**config.mk**
```make
export PLATFORM = sky130hd
export DESIGN_NAME = pwm_wave_gen_mc
export DESIGN_NICKNAME = d
export VERILOG_FILES = /design/src/rtl/pwm_pkg.sv /design/src/rtl/pwm_sine_lut.sv /design/src/rtl/pwm_wave_gen_mc.sv
export SDC_FILE = /design/constraint.sdc
export NUM_CORES = 1
export LEC_CHECK = 0
export CORE_MARGIN = 1.5
export CORE_UTILIZATION = 50
export CTS_CLUSTER_DIAMETER = 50
export DETAILED_ROUTE_END_ITERATION = 8
export HOLD_SLACK_MARGIN = 0.08
export PLACE_DENSITY_LB_ADDON = 0.12
export SLEW_MARGIN = 25
export SYNTH_ARGS = -nofsm -noshare
export SYNTH_HDL_FRONTEND = slang
export SYNTH_SLANG_ARGS = --single-unit
```
**constraint.sdc**
```tcl
create_clock -name clk -period 4.5 [get_ports clk]
set_input_delay 0.9 -clock clk [delete_from_list [all_inputs] [get_ports clk]]
set_output_delay 0.9 -clock clk [all_outputs]
set_load 0.01 [all_outputs]
```
**src/rtl/pwm_pkg.sv**
```systemverilog
// Shared mode encodings and the bit-width scaling helper for the PWM waveform generator.
package pwm_pkg;

   localparam logic [1:0] MODE_SINE  = 2'd0;
   localparam logic [1:0] MODE_TRI   = 2'd1;
   localparam logic [1:0] MODE_SAW   = 2'd2;
   localparam logic [1:0] MODE_FIXED = 2'd3;

   // Rescale a src_w-bit code to dst_w bits: widen by left shift, narrow by dropping LSBs.
   function automatic int unsigned scale_shift(input int unsigned v, input int src_w, input int dst_w);
      if (dst_w >= src_w) return v << (dst_w - src_w);
      else                return v >> (src_w - dst_w);
   endfunction

endpackage

```
**src/rtl/pwm_sine_lut.sv**
```systemverilog
// Combinational sine table: value = round((2^R-1)*(0.5+0.5*sin(2*pi*k/2^S))), built at elaboration.
module pwm_sine_lut #(
   parameter int R = 6,
   parameter int S = 6
) (
   input  logic [S-1:0] k,
   output logic [R-1:0] value
);

   localparam longint ONE_Q30 = longint'(1) << 30;
   localparam longint PI_HALF = 64'sd1686629713;

   // Fixed-point Q30 Taylor series on the first quadrant, folded by symmetry.
   function automatic logic [R-1:0] sine_entry(input int idx);
      int     q, quad, r, a;
      longint x, x2, term, s, full, v;
      q    = 1 << (S - 2);
      quad = idx / q;
      r    = idx % q;
      a    = (quad == 1 || quad == 3) ? q - r : r;
      x    = (PI_HALF * longint'(a)) / longint'(q);
      x2   = (x * x) >>> 30;
      term = x;
      s    = x;
      for (int n = 1; n <= 6; n++) begin
         term = -((term * x2) >>> 30) / longint'((2 * n) * (2 * n + 1));
         s    = s + term;
      end
      if (quad >= 2) s = -s;
      full = (longint'(1) << R) - 1;
      v    = full * (ONE_Q30 + s) + ONE_Q30;
      return R'(v >>> 31);
   endfunction

   logic [R-1:0] lut [2**S];

   for (genvar i = 0; i < 2**S; i++) begin : g_lut
      localparam logic [R-1:0] ENTRY = sine_entry(i);
      assign lut[i] = ENTRY;
   end

   assign value = lut[k];

endmodule

```
**src/rtl/pwm_wave_gen_mc.sv**
```systemverilog
// Multi-channel PWM generator with phase-offset waveforms and period-shadowed duty.
// Define PWM_COMPL_EN to add the complementary pwm_out_n output with dead-time insertion.
module pwm_wave_gen_mc
   import pwm_pkg::*;
#(
   parameter int R          = 6,
   parameter int S          = 6,
   parameter int C          = 3,
   parameter int PHASE_STEP = 21,
   parameter int DT         = 2
) (
   input  logic          clk,
   input  logic          rst_n,
   input  logic          en,
   input  logic [1:0]    mode,
   input  logic [15:0]   step_div,
   input  logic [R-1:0]  duty_fixed,
   output logic [C-1:0]  pwm_out,
`ifdef PWM_COMPL_EN
   output logic [C-1:0]  pwm_out_n,
`endif
   output logic          period_tick,
   output logic [S-1:0]  wave_idx
);

   localparam logic [R-1:0] CNT_LAST = '1;

   logic [R-1:0]  cnt_q, cnt_d;
   logic [15:0]   hold_q, hold_d;
   logic [S-1:0]  idx_q, idx_d;
   logic          tick_q, tick_d;
   logic [C-1:0]  pwm_raw_q, pwm_raw_d;
   logic [R-1:0]  duty_q [C];
   logic [R-1:0]  duty_d [C];
   logic [R-1:0]  sample [C];
   logic [16:0]   hold_inc, div_eff;

   for (genvar c = 0; c < C; c++) begin : g_ch
      localparam logic [S-1:0] OFF = S'((c * PHASE_STEP) % (2 ** S));
      logic [S-1:0] k;
      logic [S-2:0] tri_t;
      logic [R-1:0] sine_v, tri_v, saw_v, samp;

      assign k     = idx_q + OFF;
      assign tri_t = k[S-1] ? ~k[S-2:0] : k[S-2:0];
      assign tri_v = R'(scale_shift(32'(tri_t), S - 1, R));
      assign saw_v = R'(scale_shift(32'(k), S, R));

      pwm_sine_lut #(.R(R), .S(S)) u_sine_lut (.k(k), .value(sine_v));

      always_comb begin
         case (mode)
            MODE_SINE: samp = sine_v;
            MODE_TRI:  samp = tri_v;
            MODE_SAW:  samp = saw_v;
            default:   samp = duty_fixed;
         endcase
      end

      assign sample[c] = samp;
   end

   // tick_d marks the edge that enters the last cycle of the period; duty,
   // hold and idx all update on that edge so the new duty is live from cnt=0.
   always_comb begin
      cnt_d    = en ? cnt_q + 1'b1 : '0;
      tick_d   = en && (cnt_q == CNT_LAST - 1'b1);
      div_eff  = (step_div == 16'd0) ? 17'd1 : {1'b0, step_div};
      hold_inc = {1'b0, hold_q} + 17'd1;
      hold_d   = hold_q;
      idx_d    = idx_q;
      if (tick_d) begin
         if (hold_inc >= div_eff) begin
            hold_d = '0;
            idx_d  = idx_q + 1'b1;
         end else begin
            hold_d = hold_inc[15:0];
         end
      end
      for (int c = 0; c < C; c++) begin
         duty_d[c]    = tick_d ? sample[c] : duty_q[c];
         pwm_raw_d[c] = en && (cnt_q < duty_q[c]);
      end
   end

   always_ff @(posedge clk or negedge rst_n) begin
      if (!rst_n) begin
         cnt_q     <= '0;
         hold_q    <= '0;
         idx_q     <= '0;
         tick_q    <= 1'b0;
         pwm_raw_q <= '0;
         for (int c = 0; c < C; c++) duty_q[c] <= '0;
      end else begin
         cnt_q     <= cnt_d;
         hold_q    <= hold_d;
         idx_q     <= idx_d;
         tick_q    <= tick_d;
         pwm_raw_q <= pwm_raw_d;
         for (int c = 0; c < C; c++) duty_q[c] <= duty_d[c];
      end
   end

   assign period_tick = tick_q;
   assign wave_idx    = idx_q;

`ifdef PWM_COMPL_EN
   localparam int DW = (DT > 1) ? $clog2(DT + 1) : 1;
   localparam logic [DW-1:0] DT_LOAD = (DT > 0) ? DW'(DT - 1) : '0;

   logic [DW-1:0] dt_q [C];
   logic [DW-1:0] dt_d [C];
   logic [C-1:0]  last_q, last_d, hi_q, hi_d, lo_q, lo_d;

   // Any raw edge blanks both sides and reloads the counter, so pulses
   // shorter than the dead-time never reach the pads.
   always_comb begin
      last_d = pwm_raw_q;
      for (int c = 0; c < C; c++) begin
         if (pwm_raw_q[c] != last_q[c]) dt_d[c] = DT_LOAD;
         else if (dt_q[c] != '0)        dt_d[c] = dt_q[c] - 1'b1;
         else                           dt_d[c] = '0;
         hi_d[c] = (pwm_raw_q[c] == last_q[c]) && (dt_q[c] == '0) && pwm_raw_q[c];
         lo_d[c] = (pwm_raw_q[c] == last_q[c]) && (dt_q[c] == '0) && !pwm_raw_q[c] && en;
      end
   end

   always_ff @(posedge clk or negedge rst_n) begin
      if (!rst_n) begin
         last_q <= '0;
         hi_q   <= '0;
         lo_q   <= '0;
         for (int c = 0; c < C; c++) dt_q[c] <= '0;
      end else begin
         last_q <= last_d;
         hi_q   <= hi_d;
         lo_q   <= lo_d;
         for (int c = 0; c < C; c++) dt_q[c] <= dt_d[c];
      end
   end

   assign pwm_out   = hi_q;
   assign pwm_out_n = lo_q;
`else
   assign pwm_out = pwm_raw_q;
`endif

endmodule

```
==> run summary <==
Status: finished clean
CTS-repair resized insts: 0
Dpl hpwl: 10,420 microns
Clock power frac: 36.7%
DIE WIDTH: 106.1 microns
Critical path cell sequence: buf_4, clkinv_1, ha_1, nor2b_1, a22oi_1, mux4_2, a21oi_1, a21oi_1
Mapped Area: 5313 sq um
Vias in the first global route: 4,816
Hold Path Class: flop to flop
Switch share: 24.15%
Stages on worst setup path: 8
Reg2Reg Setup Slack: 1.00 ns
Chip height: 106.1 microns
DRC violations left: 0
CP endpoint kind: flop
Pint: 663.2 uW
FF/Latch Area: 1252 sq um
Flop pwr share: 52.4%
Syn_area_per_cell: 7.929 sq um
Unique cell type count in the Yosys netlist: 67
Setup CP Type: flop to flop
Antenna violations before repair: 0
Ports: 37
H-tree Lvls: 2
Final setup fails: 0
Layout cell share with drive strength beyond 1: 6.765%
Drt initial violations: 464
Area delta synth->final: 10.10%
CP peak stage delay: 0.86 ns
Ys Warns: 0
Fin area: 5849 sq um
Number of flops mapped to enable cells by yosys: 0
Placeable Area: 10,320 sq um
Startpoint Class: flop
Antenna Nets Post-Route: 0
Worst setup margin: 1.002 ns
#FFs+latches synth: 50
Final Skew: 0.007556 ns
WHS Path Cells: 2
Max_cap viols: 0
Overall Power: 874.4 uW
Period utilisation layout: 77.74%
CTS root buf: clkbuf_8
Worst VDD drop: 0.0002090 V
Worst Hold Margin: 0.5021 ns
Placer Congestion: 0.9290
CTS tree: built
Clk slew on worst S/H paths: 0.10 ns
# clock sinks: 50
Vias per std cell: 6.138
Clock buffer depth: 2
Routed wire length: 14,390 microns
Area after DPL: 5734 sq um
Setup total negative slack: 0 ns
Max Clk Rate: 285.8 MHz
Crit path time final: 3.498 ns
Mapped Cells: 670
Largest net degree at the start of global routing: 51
Initial Utilization: 51.46%
Sequential fraction of the synthesis area: 23.55%
Crit-path max FO: 33
CP top delay family: buffers and inverters
Worst slack, placed: 0.8907 ns
Row cnt: 37
PortBufs: 36
LEAKAGE: 0.002691 uW
Synth top area share: 23.55%
Worst Reg-to-Reg Cells: 8
Final Net Count: 760
CP most frequent cell: a21oi_1
CP arrival: 3.68 ns
Comb pwr share: 10.9%
Async set-reset flop share out of synthesis: 100.0%
Rel. slew slack: 39.06%
Global-route wire length before repair: 24,190 microns
Top FF cell, synth: dfrtp_1
Post-CTS Hold Buffers: 0
Synth top area cells: dfrtp_1 (24%), ha_1 (13%), xnor2_1 (4.9%)
CP Buf/Inv Count: 2
Final Max Slew Viols: 0
Sw power: 211.1 uW
FILL cells: 947
GRT overflow: 0
RSZ-0062 raised after global routing: false
Clk Latency, worst-skew pair: 0.31 ns
Via count: 5,009
Die Area: 11,250 sq um
GRT Overall Usage: 26.54%
Slowest CP cell: ha_1
Post-Syn Nets: 751
Power Density: 149.5 nW/um^2
Multi-input gate area: 3628 sq um
Avg WL per Cell: 17.64 microns
First drt pass iteration count: 6
Cell taking the most area after synthesis: dfrtp_1
Required @ worst endpoint: 4.68 ns
Hold Fails Final Rpt: 0
Setup Fix Bufs, Post-CTS: 0
TritonCTS Buffers: 5
Antenna cells: 0
Worst-Margin Slew: 0.9075 ns
==> cells in the mapped netlist (7+ instances only) <==
cell type,count
dfrtp_1,50
a211oi_1,8
nand2_1,56
a221oi_1,8
nor3_1,13
nor2b_1,9
inv_1,49
xnor2_1,30
xor2_1,10
ha_1,54
nand3_1,20
a31oi_1,11
a21oi_1,47
buf_2,13
o211ai_1,19
a22oi_1,7
mux2i_1,8
a21o_1,16
nand2b_1,14
nor4_1,8
o21ai_0,51
nor2_1,38
clkbuf_1,28
nand4_1,11
==> power groups by stage <==
stage          registers, uW  clock network, uW  logic (uW)
6_report                 458                321        95.7
4_1_cts                  458                329        96.1
5_1_grt                  459                351         107
3_3_place_gp             467                  0        92.8
2_1_floorplan            466                  0        44.9
3_5_place_dp             467                  0        95.1
==> logic make-up after synthesis <==
family                     share of synthesized area (%)
AOI/OAI and AO/OA                                  27.09
xor gates and xnor gates                           7.819
adders and majority gates                          12.93
buffers and inverters                              8.149
DFF                                                23.55
muxes                                              3.839
and+or+nand+nor                                    16.63
==> registers in the layout, summed over array words and instances (netlist names) <==
signal	cells
duty_q	18
hold_q	16
cnt_q	6
wave_idx	6
pwm_out	3
period_tick	1
==> placed cells by master (no fill, tap or decap), types with 4 or more instances in the layout <==
cell and instances:
a211oi_1 8, a21o_1 16, a21oi_1 47, a221oi_1 8
a22o_1 4, a22oi_1 7, a31oi_1 11, and2_1 6
buf_4 18, clkbuf_8 5, clkdlybuf4s50_1 35, dfrtp_1 49
ha_1 54, inv_1 49, mux2i_1 8, mux4_2 5
nand2_1 56, nand2b_1 14, nand3_1 20, nand4_1 11
nor2_1 38, nor2b_1 9, nor3_1 13, nor4_1 8
o211ai_1 19, o21ai_0 51, o221ai_1 5, o22ai_1 5
o31ai_1 4, or3_1 4, xnor2_1 30, xor2_1 10
==> metrics by stage <==
| step | instances | util, % |
|---|---|---|
| after global placement | 808 | 55.52 |
| after detailed placement | 808 | 55.54 |
| after floorplan | 670 | - |
| after CTS | 816 | 56.65 |
| final | 816 | 56.66 |
| after global routing | 816 | 56.66 |
==> layout make-up <==
type,count,share of cell area [%]
Sequential cell,50,21.41
Inverter,53,3.401
Clock inverter,3,0.7701
Clock buffer,5,1.176
Multi-Input combinational cell,516,62.03
Tap cell,136,2.909
Timing Repair Buffer,53,8.299
==> worst reg2reg max path, cell delays in order (launching register included) <==
cell	delay, ns
dfrtp_1	0.33
buf_4	0.35
clkinv_1	0.57
ha_1	0.87
nor2b_1	0.35
a22oi_1	0.13
mux4_2	0.51
a21oi_1	0.21
a21oi_1	0.06
==> path summary, 6_finish.rpt <==
path | startpoint | end
worst max-delay path | wave_idx[2] | duty_q[2]
worst min-delay path | duty_q[16] | duty_q[16]
worst max register to register | wave_idx[2] | duty_q[2]
worst min register to register | duty_q[16] | duty_q[16]
max in group asynchronous | rst_n | wave_idx[5]
min in group asynchronous | rst_n | cnt_q[3]
==> layer usage <==
metal / share of wire, % / track usage, % / vias to the layer above
met5: 0 / 0 / -
met4: 1.5 / 8.205 / 0
met3: 5.8 / 2.820 / 18
met2: 46 / 41.98 / 167
met1: 47 / 38.06 / 2397
li1: - / - / 2427
No activity file was read; power rests on OpenSTA's default activity.
